**config.mk**
```make
export PLATFORM = sky130hd
export DESIGN_NAME = fetch_ctrl_flat
export DESIGN_NICKNAME = d
export VERILOG_FILES = /design/src/rtl/fetch_pkg.sv /design/src/rtl/fetch_ctrl_if.sv /design/src/rtl/fetch_timeout_cnt.sv /design/src/rtl/fetch_ctrl.sv /design/src/flat_wrapper.sv
export SDC_FILE = /design/constraint.sdc
export NUM_CORES = 1
export LEC_CHECK = 0
export BUFFER_PORTS_ARGS = -buffer_cell sky130_fd_sc_hd__buf_2
export CELL_PAD_IN_SITES_DETAIL_PLACEMENT = 1
export CELL_PAD_IN_SITES_GLOBAL_PLACEMENT = 2
export CORE_MARGIN = 2
export CORE_UTILIZATION = 27
export CTS_BUF_LIST = sky130_fd_sc_hd__clkbuf_4
export CTS_CLUSTER_DIAMETER = 30
export CTS_CLUSTER_SIZE = 14
export DETAILED_ROUTE_END_ITERATION = 8
export MAX_ROUTING_LAYER = met4
export PLACE_DENSITY_LB_ADDON = 0.1
export SYNTH_ARGS = -nofsm -noshare
export SYNTH_HDL_FRONTEND = slang
export SYNTH_SLANG_ARGS = --single-unit
```
**constraint.sdc**
```tcl
create_clock -name clk -period 1.55 [get_ports clk]
set_input_delay 0.31 -clock clk [delete_from_list [all_inputs] [get_ports clk]]
set_output_delay 0.31 -clock clk [all_outputs]
set_load 0.01 [all_outputs]
```
**src/rtl/fetch_pkg.sv**
```systemverilog
// Shared types and default sizes for the instruction-fetch controller.
package fetch_pkg;

  localparam int ADDR_W_DEF  = 16;
  localparam int DATA_W_DEF  = 16;
  localparam int TIMEOUT_DEF = 15;

  typedef enum logic [2:0] {
    IDLE     = 3'd0,
    REQ_PC   = 3'd1,
    BUS_WAIT = 3'd2,
    MEM_REQ  = 3'd3,
    WAIT_ACK = 3'd4,
    INCR     = 3'd5,
    DELIVER  = 3'd6,
    ERROR    = 3'd7
  } fetch_state_e;

  // Width of a counter that must be able to hold the value t.
  function automatic int cnt_width(input int t);
    return (t < 1) ? 1 : $clog2(t + 1);
  endfunction

endpackage

```
**src/rtl/fetch_ctrl_if.sv**
```systemverilog
// Fetch controller signal bundle: PC bus, memory read port, decode handshake
// and status. master = fetch_ctrl side, slave = PC / memory / decoder side.
interface fetch_ctrl_if
  import fetch_pkg::*;
#(
  parameter int ADDR_W = ADDR_W_DEF,
  parameter int DATA_W = DATA_W_DEF
) ();

  logic              start;
  logic              halt;
  logic [ADDR_W-1:0] bus_in;
  logic              pc_en;
  logic              pc_incr;
  logic              mem_req;
  logic [ADDR_W-1:0] mem_addr;
  logic [DATA_W-1:0] mem_rdata;
  logic              mem_ack;
  logic [DATA_W-1:0] instr;
  logic [ADDR_W-1:0] instr_pc;
  logic              instr_valid;
  logic              instr_ready;
  logic              busy;
  logic              err_timeout;

  modport master (
    input  start, halt, bus_in, mem_rdata, mem_ack, instr_ready,
    output pc_en, pc_incr, mem_req, mem_addr, instr, instr_pc, instr_valid,
           busy, err_timeout
  );

  modport slave (
    output start, halt, bus_in, mem_rdata, mem_ack, instr_ready,
    input  pc_en, pc_incr, mem_req, mem_addr, instr, instr_pc, instr_valid,
           busy, err_timeout
  );

endinterface

```
**src/rtl/fetch_timeout_cnt.sv**
```systemverilog
// Memory-wait watchdog: clear/enable counter whose terminal flag marks the
// enabled cycle that brings the count up to TIMEOUT.
module fetch_timeout_cnt
  import fetch_pkg::*;
#(
  parameter int TIMEOUT = TIMEOUT_DEF
) (
  input  logic clk,
  input  logic reset,
  input  logic clr_i,
  input  logic en_i,
  output logic term_o
);

  localparam int CNT_W = cnt_width(TIMEOUT);

  logic [CNT_W-1:0] cnt_q, cnt_d;

  // Next count: clear wins, otherwise count up while enabled, saturating.
  always_comb begin
    cnt_d = cnt_q;
    if (clr_i)
      cnt_d = '0;
    else if (en_i && (cnt_q != CNT_W'(TIMEOUT)))
      cnt_d = cnt_q + 1'b1;
  end

  // Count register.
  always_ff @(posedge clk) begin
    if (reset) cnt_q <= '0;
    else       cnt_q <= cnt_d;
  end

  // The current enabled cycle is the TIMEOUT-th one.
  assign term_o = en_i && (cnt_q == CNT_W'(TIMEOUT - 1));

endmodule

```
**src/rtl/fetch_ctrl.sv**
```systemverilog
// Instruction-fetch controller: reads the PC off the shared bus, issues a
// memory read, pulses the PC increment and hands the word to decode.
// Every output is a register loaded from the next state, so the outputs
// line up exactly with the state they describe.
module fetch_ctrl
  import fetch_pkg::*;
#(
  parameter int ADDR_W  = ADDR_W_DEF,
  parameter int DATA_W  = DATA_W_DEF,
  parameter int TIMEOUT = TIMEOUT_DEF
) (
  input  logic         clk,
  input  logic         reset,
  fetch_ctrl_if.master bus
);

  fetch_state_e      state_q, state_d;
  logic              pc_en_q, pc_en_d;
  logic              pc_incr_q, pc_incr_d;
  logic              mem_req_q, mem_req_d;
  logic              instr_valid_q, instr_valid_d;
  logic              busy_q, busy_d;
  logic              err_q, err_d;
  logic [ADDR_W-1:0] mem_addr_q, mem_addr_d;
  logic [ADDR_W-1:0] instr_pc_q, instr_pc_d;
  logic [DATA_W-1:0] instr_q, instr_d;

  logic go;
  logic to_clr, to_en, to_term;

  // halt always overrides start; only consulted at the IDLE and DELIVER exits.
  assign go     = bus.start && !bus.halt;
  assign to_clr = (state_q == MEM_REQ);
  assign to_en  = (state_q == WAIT_ACK);

  fetch_timeout_cnt #(.TIMEOUT(TIMEOUT)) u_to_cnt (
    .clk    (clk),
    .reset  (reset),
    .clr_i  (to_clr),
    .en_i   (to_en),
    .term_o (to_term)
  );

  // Next state, next outputs and the data captures.
  always_comb begin
    state_d    = state_q;
    mem_addr_d = mem_addr_q;
    instr_d    = instr_q;
    instr_pc_d = instr_pc_q;
    err_d      = err_q;

    unique case (state_q)
      IDLE:     if (go) state_d = REQ_PC;
      REQ_PC:   state_d = BUS_WAIT;
      BUS_WAIT: begin
        // PC drives the bus this cycle in answer to last cycle's pc_en.
        mem_addr_d = bus.bus_in;
        state_d    = MEM_REQ;
      end
      MEM_REQ:  state_d = WAIT_ACK;
      WAIT_ACK: begin
        // An ack on the terminal cycle still completes the fetch.
        if (bus.mem_ack) begin
          instr_d    = bus.mem_rdata;
          instr_pc_d = mem_addr_q;
          state_d    = INCR;
        end else if (to_term) begin
          err_d   = 1'b1;
          state_d = ERROR;
        end
      end
      INCR:     state_d = DELIVER;
      DELIVER:  if (bus.instr_ready) state_d = go ? REQ_PC : IDLE;
      ERROR:    state_d = ERROR;
      default:  state_d = IDLE;
    endcase

    pc_en_d       = (state_d == REQ_PC);
    pc_incr_d     = (state_d == INCR);
    mem_req_d     = (state_d == MEM_REQ) || (state_d == WAIT_ACK);
    instr_valid_d = (state_d == DELIVER);
    busy_d        = (state_d != IDLE) && (state_d != ERROR);
  end

  // State and output registers; reset aborts any fetch in flight.
  always_ff @(posedge clk) begin
    if (reset) begin
      state_q       <= IDLE;
      pc_en_q       <= 1'b0;
      pc_incr_q     <= 1'b0;
      mem_req_q     <= 1'b0;
      instr_valid_q <= 1'b0;
      busy_q        <= 1'b0;
      err_q         <= 1'b0;
      mem_addr_q    <= '0;
      instr_pc_q    <= '0;
      instr_q       <= '0;
    end else begin
      state_q       <= state_d;
      pc_en_q       <= pc_en_d;
      pc_incr_q     <= pc_incr_d;
      mem_req_q     <= mem_req_d;
      instr_valid_q <= instr_valid_d;
      busy_q        <= busy_d;
      err_q         <= err_d;
      mem_addr_q    <= mem_addr_d;
      instr_pc_q    <= instr_pc_d;
      instr_q       <= instr_d;
    end
  end

  assign bus.pc_en       = pc_en_q;
  assign bus.pc_incr     = pc_incr_q;
  assign bus.mem_req     = mem_req_q;
  assign bus.mem_addr    = mem_addr_q;
  assign bus.instr       = instr_q;
  assign bus.instr_pc    = instr_pc_q;
  assign bus.instr_valid = instr_valid_q;
  assign bus.busy        = busy_q;
  assign bus.err_timeout = err_q;

endmodule
```
**src/flat_wrapper.sv**
```systemverilog
// flat-port wrapper written by rule: the top's interface ports become plain ports
module fetch_ctrl_flat import fetch_pkg::*;
#(
  parameter int ADDR_W  = ADDR_W_DEF,
  parameter int DATA_W  = DATA_W_DEF,
  parameter int TIMEOUT = TIMEOUT_DEF
)
  (clk, reset, bus_start, bus_halt, bus_bus_in, bus_mem_rdata, bus_mem_ack, bus_instr_ready, bus_pc_en, bus_pc_incr, bus_mem_req, bus_mem_addr, bus_instr, bus_instr_pc, bus_instr_valid, bus_busy, bus_err_timeout);
  fetch_ctrl_if #(.ADDR_W(ADDR_W), .DATA_W(DATA_W)) bus_i ();
  input  logic clk;
  input  logic reset;
  input wire logic [$bits(bus_i.start)-1:0] bus_start;
  input wire logic [$bits(bus_i.halt)-1:0] bus_halt;
  input wire logic [$bits(bus_i.bus_in)-1:0] bus_bus_in;
  input wire logic [$bits(bus_i.mem_rdata)-1:0] bus_mem_rdata;
  input wire logic [$bits(bus_i.mem_ack)-1:0] bus_mem_ack;
  input wire logic [$bits(bus_i.instr_ready)-1:0] bus_instr_ready;
  output wire logic [$bits(bus_i.pc_en)-1:0] bus_pc_en;
  output wire logic [$bits(bus_i.pc_incr)-1:0] bus_pc_incr;
  output wire logic [$bits(bus_i.mem_req)-1:0] bus_mem_req;
  output wire logic [$bits(bus_i.mem_addr)-1:0] bus_mem_addr;
  output wire logic [$bits(bus_i.instr)-1:0] bus_instr;
  output wire logic [$bits(bus_i.instr_pc)-1:0] bus_instr_pc;
  output wire logic [$bits(bus_i.instr_valid)-1:0] bus_instr_valid;
  output wire logic [$bits(bus_i.busy)-1:0] bus_busy;
  output wire logic [$bits(bus_i.err_timeout)-1:0] bus_err_timeout;
  assign bus_i.start = bus_start;
  assign bus_i.halt = bus_halt;
  assign bus_i.bus_in = bus_bus_in;
  assign bus_i.mem_rdata = bus_mem_rdata;
  assign bus_i.mem_ack = bus_mem_ack;
  assign bus_i.instr_ready = bus_instr_ready;
  assign bus_pc_en = bus_i.pc_en;
  assign bus_pc_incr = bus_i.pc_incr;
  assign bus_mem_req = bus_i.mem_req;
  assign bus_mem_addr = bus_i.mem_addr;
  assign bus_instr = bus_i.instr;
  assign bus_instr_pc = bus_i.instr_pc;
  assign bus_instr_valid = bus_i.instr_valid;
  assign bus_busy = bus_i.busy;
  assign bus_err_timeout = bus_i.err_timeout;
  fetch_ctrl #(.ADDR_W(ADDR_W), .DATA_W(DATA_W), .TIMEOUT(TIMEOUT)) u_core (.clk(clk), .reset(reset), .bus(bus_i));
endmodule
```
==> impl_metrics.json <==
{
  "ant_nets": 0,
  "hold_viol": 0,
  "numCtsBuffers": 9,
  "peakVddDrop_mv": 0.428,
  "gp_congestion": 0.771,
  "critPathTopFamily": "simple AND/OR/NAND/NOR gates",
  "route.detailed.drc": 0,
  "synth_cell_types": 35,
  "synth_fp_nets": 318,
  "arrival_ns": 1.74,
  "cp_slowest_cell": "or3b_4",
  "synth_ff_type": "dfxtp_1",
  "fin_crit_sh": 0.916,
  "cts_tree": "yes",
  "slowest_delay_ns": 0.43,
  "clk_pin_slew_ns": 0.11,
  "async_reset_ff_frac": 0,
  "endpoint_kind": "flip-flop",
  "post_cts_buffers": 0,
  "syn_inst": 278,
  "maxSlewHeadroom": 0.791,
  "ys_seq_area_frac": 0.537,
  "rows": 33,
  "cts_sinks": 61,
  "instances_no_fill": 482,
  "track_usage": 0.155,
  "crit_type": "reg -> reg",
  "die_area_um2": 9170,
  "p_per_area_nw_per_um2": 1030,
  "mostFrequentLayoutCells": "99 x nand2_1, 91 x buf_2, 61 x dfxtp_1",
  "grt_pass1_vias": 2083,
  "p_leak_uw": 0.00132,
  "crit_required_ns": 1.87,
  "final_common_cell": "nand2_1",
  "clk_path_buf_depth": 2,
  "hp-class": "in -> reg",
  "syn-cell-area_um2": 2270,
  "drt_iter0_markers": 28,
  "cp-start-kind": "flip-flop",
  "overflow": 0,
  "tns_ns": 0,
  "path_buf_inv": 0,
  "drive_gt1_frac": 0.326,
  "setup_violations": 0,
  "firstDrtPassIters": 4,
  "hold_buffers": 0,
  "slew_violations": 0,
  "place_inst": 467,
  "cap_violations": 0,
  "dieHeight_um": 95.7,
  "die_x_um": 95.7,
  "wl_per_cell_um": 13.8,
  "core_um2": 8180,
  "status": "finished clean",
  "path_max_fanout": 6,
  "cts_root_buf": "clkbuf_4",
  "clock_latency_ns": 0.41,
  "routed_wl_um": 6640,
  "hpwlAfterDp_um": 4620,
  "synth_seq_cells": 61,
  "fin_skew_ns": 0.0104,
  "h-tree-depth": 3,
  "antenna_found_initial": 0,
  "synth_edf_count": 0,
  "nets": 413,
  "diodes": 0,
  "synthToLayoutAreaGrowth_pct": 34.5,
  "grt_pass1_wl_um": 10200,
  "seq_area_um2": 1220,
  "ios": 92,
  "portBuffers": 91,
  "fin_crit_ns": 1.42,
  "syn_avg_cell_area_um2": 8.17,
  "worst_pin_slew_ns": 0.313,
  "viasPerCell": 4.50,
  "start_util": 0.278,
  "synth_warnings": 0,
  "path_cells": "or3b_4 > a31oi_2 > nor2_1 > a211oi_1",
  "rsz0062_at_grt": "no",
  "grt_start_max_net_pins": 33,
  "power_uw": 3130,
  "fillerInstances": 1023,
  "route.vias.total": 2169,
  "cts_resized": 0,
  "fmax_mhz": 704,
  "multi_input_area_um2": 957
}
==> through the flow <==
stage	hold slack (ns)	worst slack [ns]	area (µm²)	utilization
global placement	0.440	0.191	2910	0.356
CTS	0.105	0.135	3060	0.374
floorplan	0.390	0.141	2270	-
detailed placement	0.447	0.162	2910	0.356
global route	0.0869	0.0310	3060	0.374
finish	0.125	0.130	3060	0.374
==> layout make-up <==
class                           count  area share
Clock buffer                        9      0.0221
Tap cell                          105      0.0430
Inverter                            1     0.00123
Multi-Input combinational cell    197       0.313
Sequential cell                    61       0.400
Clock inverter                      6      0.0258
Timing Repair Buffer              103       0.195
==> worst min-delay path: stages <==
cell and delay, ns:
buf_2 0.09, nand2_1 0.04, a21oi_1 0.05
==> synthesized netlist by cell type (2+ instances only) <==
cell	instances	area, µm²
dfxtp_1	61	1220
clkbuf_1	9	33.8
nor4_1	2	12.5
a21oi_1	53	265
nor2_1	9	33.8
o22a_1	2	17.5
nand2_1	99	372
nand2b_1	4	25.0
buf_4	3	22.5
buf_2	5	25.0
nor3_1	3	15.0
and2_1	2	12.5
ha_1	2	25.0
nor2b_1	2	12.5
xnor2_1	2	17.5
==> metal layers <==
| layer | part of all wire | global-route usage |
|---|---|---|
| met1 | 0.46 | 0.188 |
| met2 | 0.48 | 0.242 |
| met3 | 0.042 | 0.0431 |
| met4 | 0.017 | 0.0643 |
| met5 | 0 | - |
==> registers in the layout, indices dropped and copies added (netlist names), 3 cells and up <==
signal and count:
u_core.bus.instr_pc 16, u_core.state_q 3, u_core.u_to_cnt.cnt_q 4, u_core.bus.instr 16, u_core.bus.mem_addr 16
==> cells by family after synthesis <==
group                    after synthesis  share of synthesized area
AND/OR/NAND/NOR                      131                      0.249
buffers and inverters                 20                     0.0413
flip-flops                            61                      0.537
adder cells (fa/ha/maj)                2                     0.0110
XOR/XNOR                               2                    0.00771
AO/OA/AOI/OAI                         62                      0.154
==> report_power, final <==
group          total [µW]  internal [µW]  leakage, µW  switching, µW
registers            1630           1610     0.000493           28.1
logic                 289            130     0.000743            159
clock network        1210            632    0.0000830            580
total                3130           2370      0.00132            767
==> final timing paths <==
kind,startpoint,to,slack [ns],depth (start not counted)
worst max-delay path,u_core.state_q[0]$_SDFF_PP0_,u_core.u_to_cnt.cnt_q[1]$_SDFFE_PP0P_,0.13,4
worst min-delay path,bus_mem_rdata[11],u_core.bus.instr[11]$_SDFFE_PP0P_,0.12,3
worst max register to register,u_core.state_q[0]$_SDFF_PP0_,u_core.u_to_cnt.cnt_q[1]$_SDFFE_PP0P_,0.13,4
worst min register to register,u_core.bus.instr_pc[1]$_SDFFE_PP0P_,u_core.bus.instr_pc[1]$_SDFFE_PP0P_,0.46,2
Note: power is estimated with default switching activity, not from simulation.
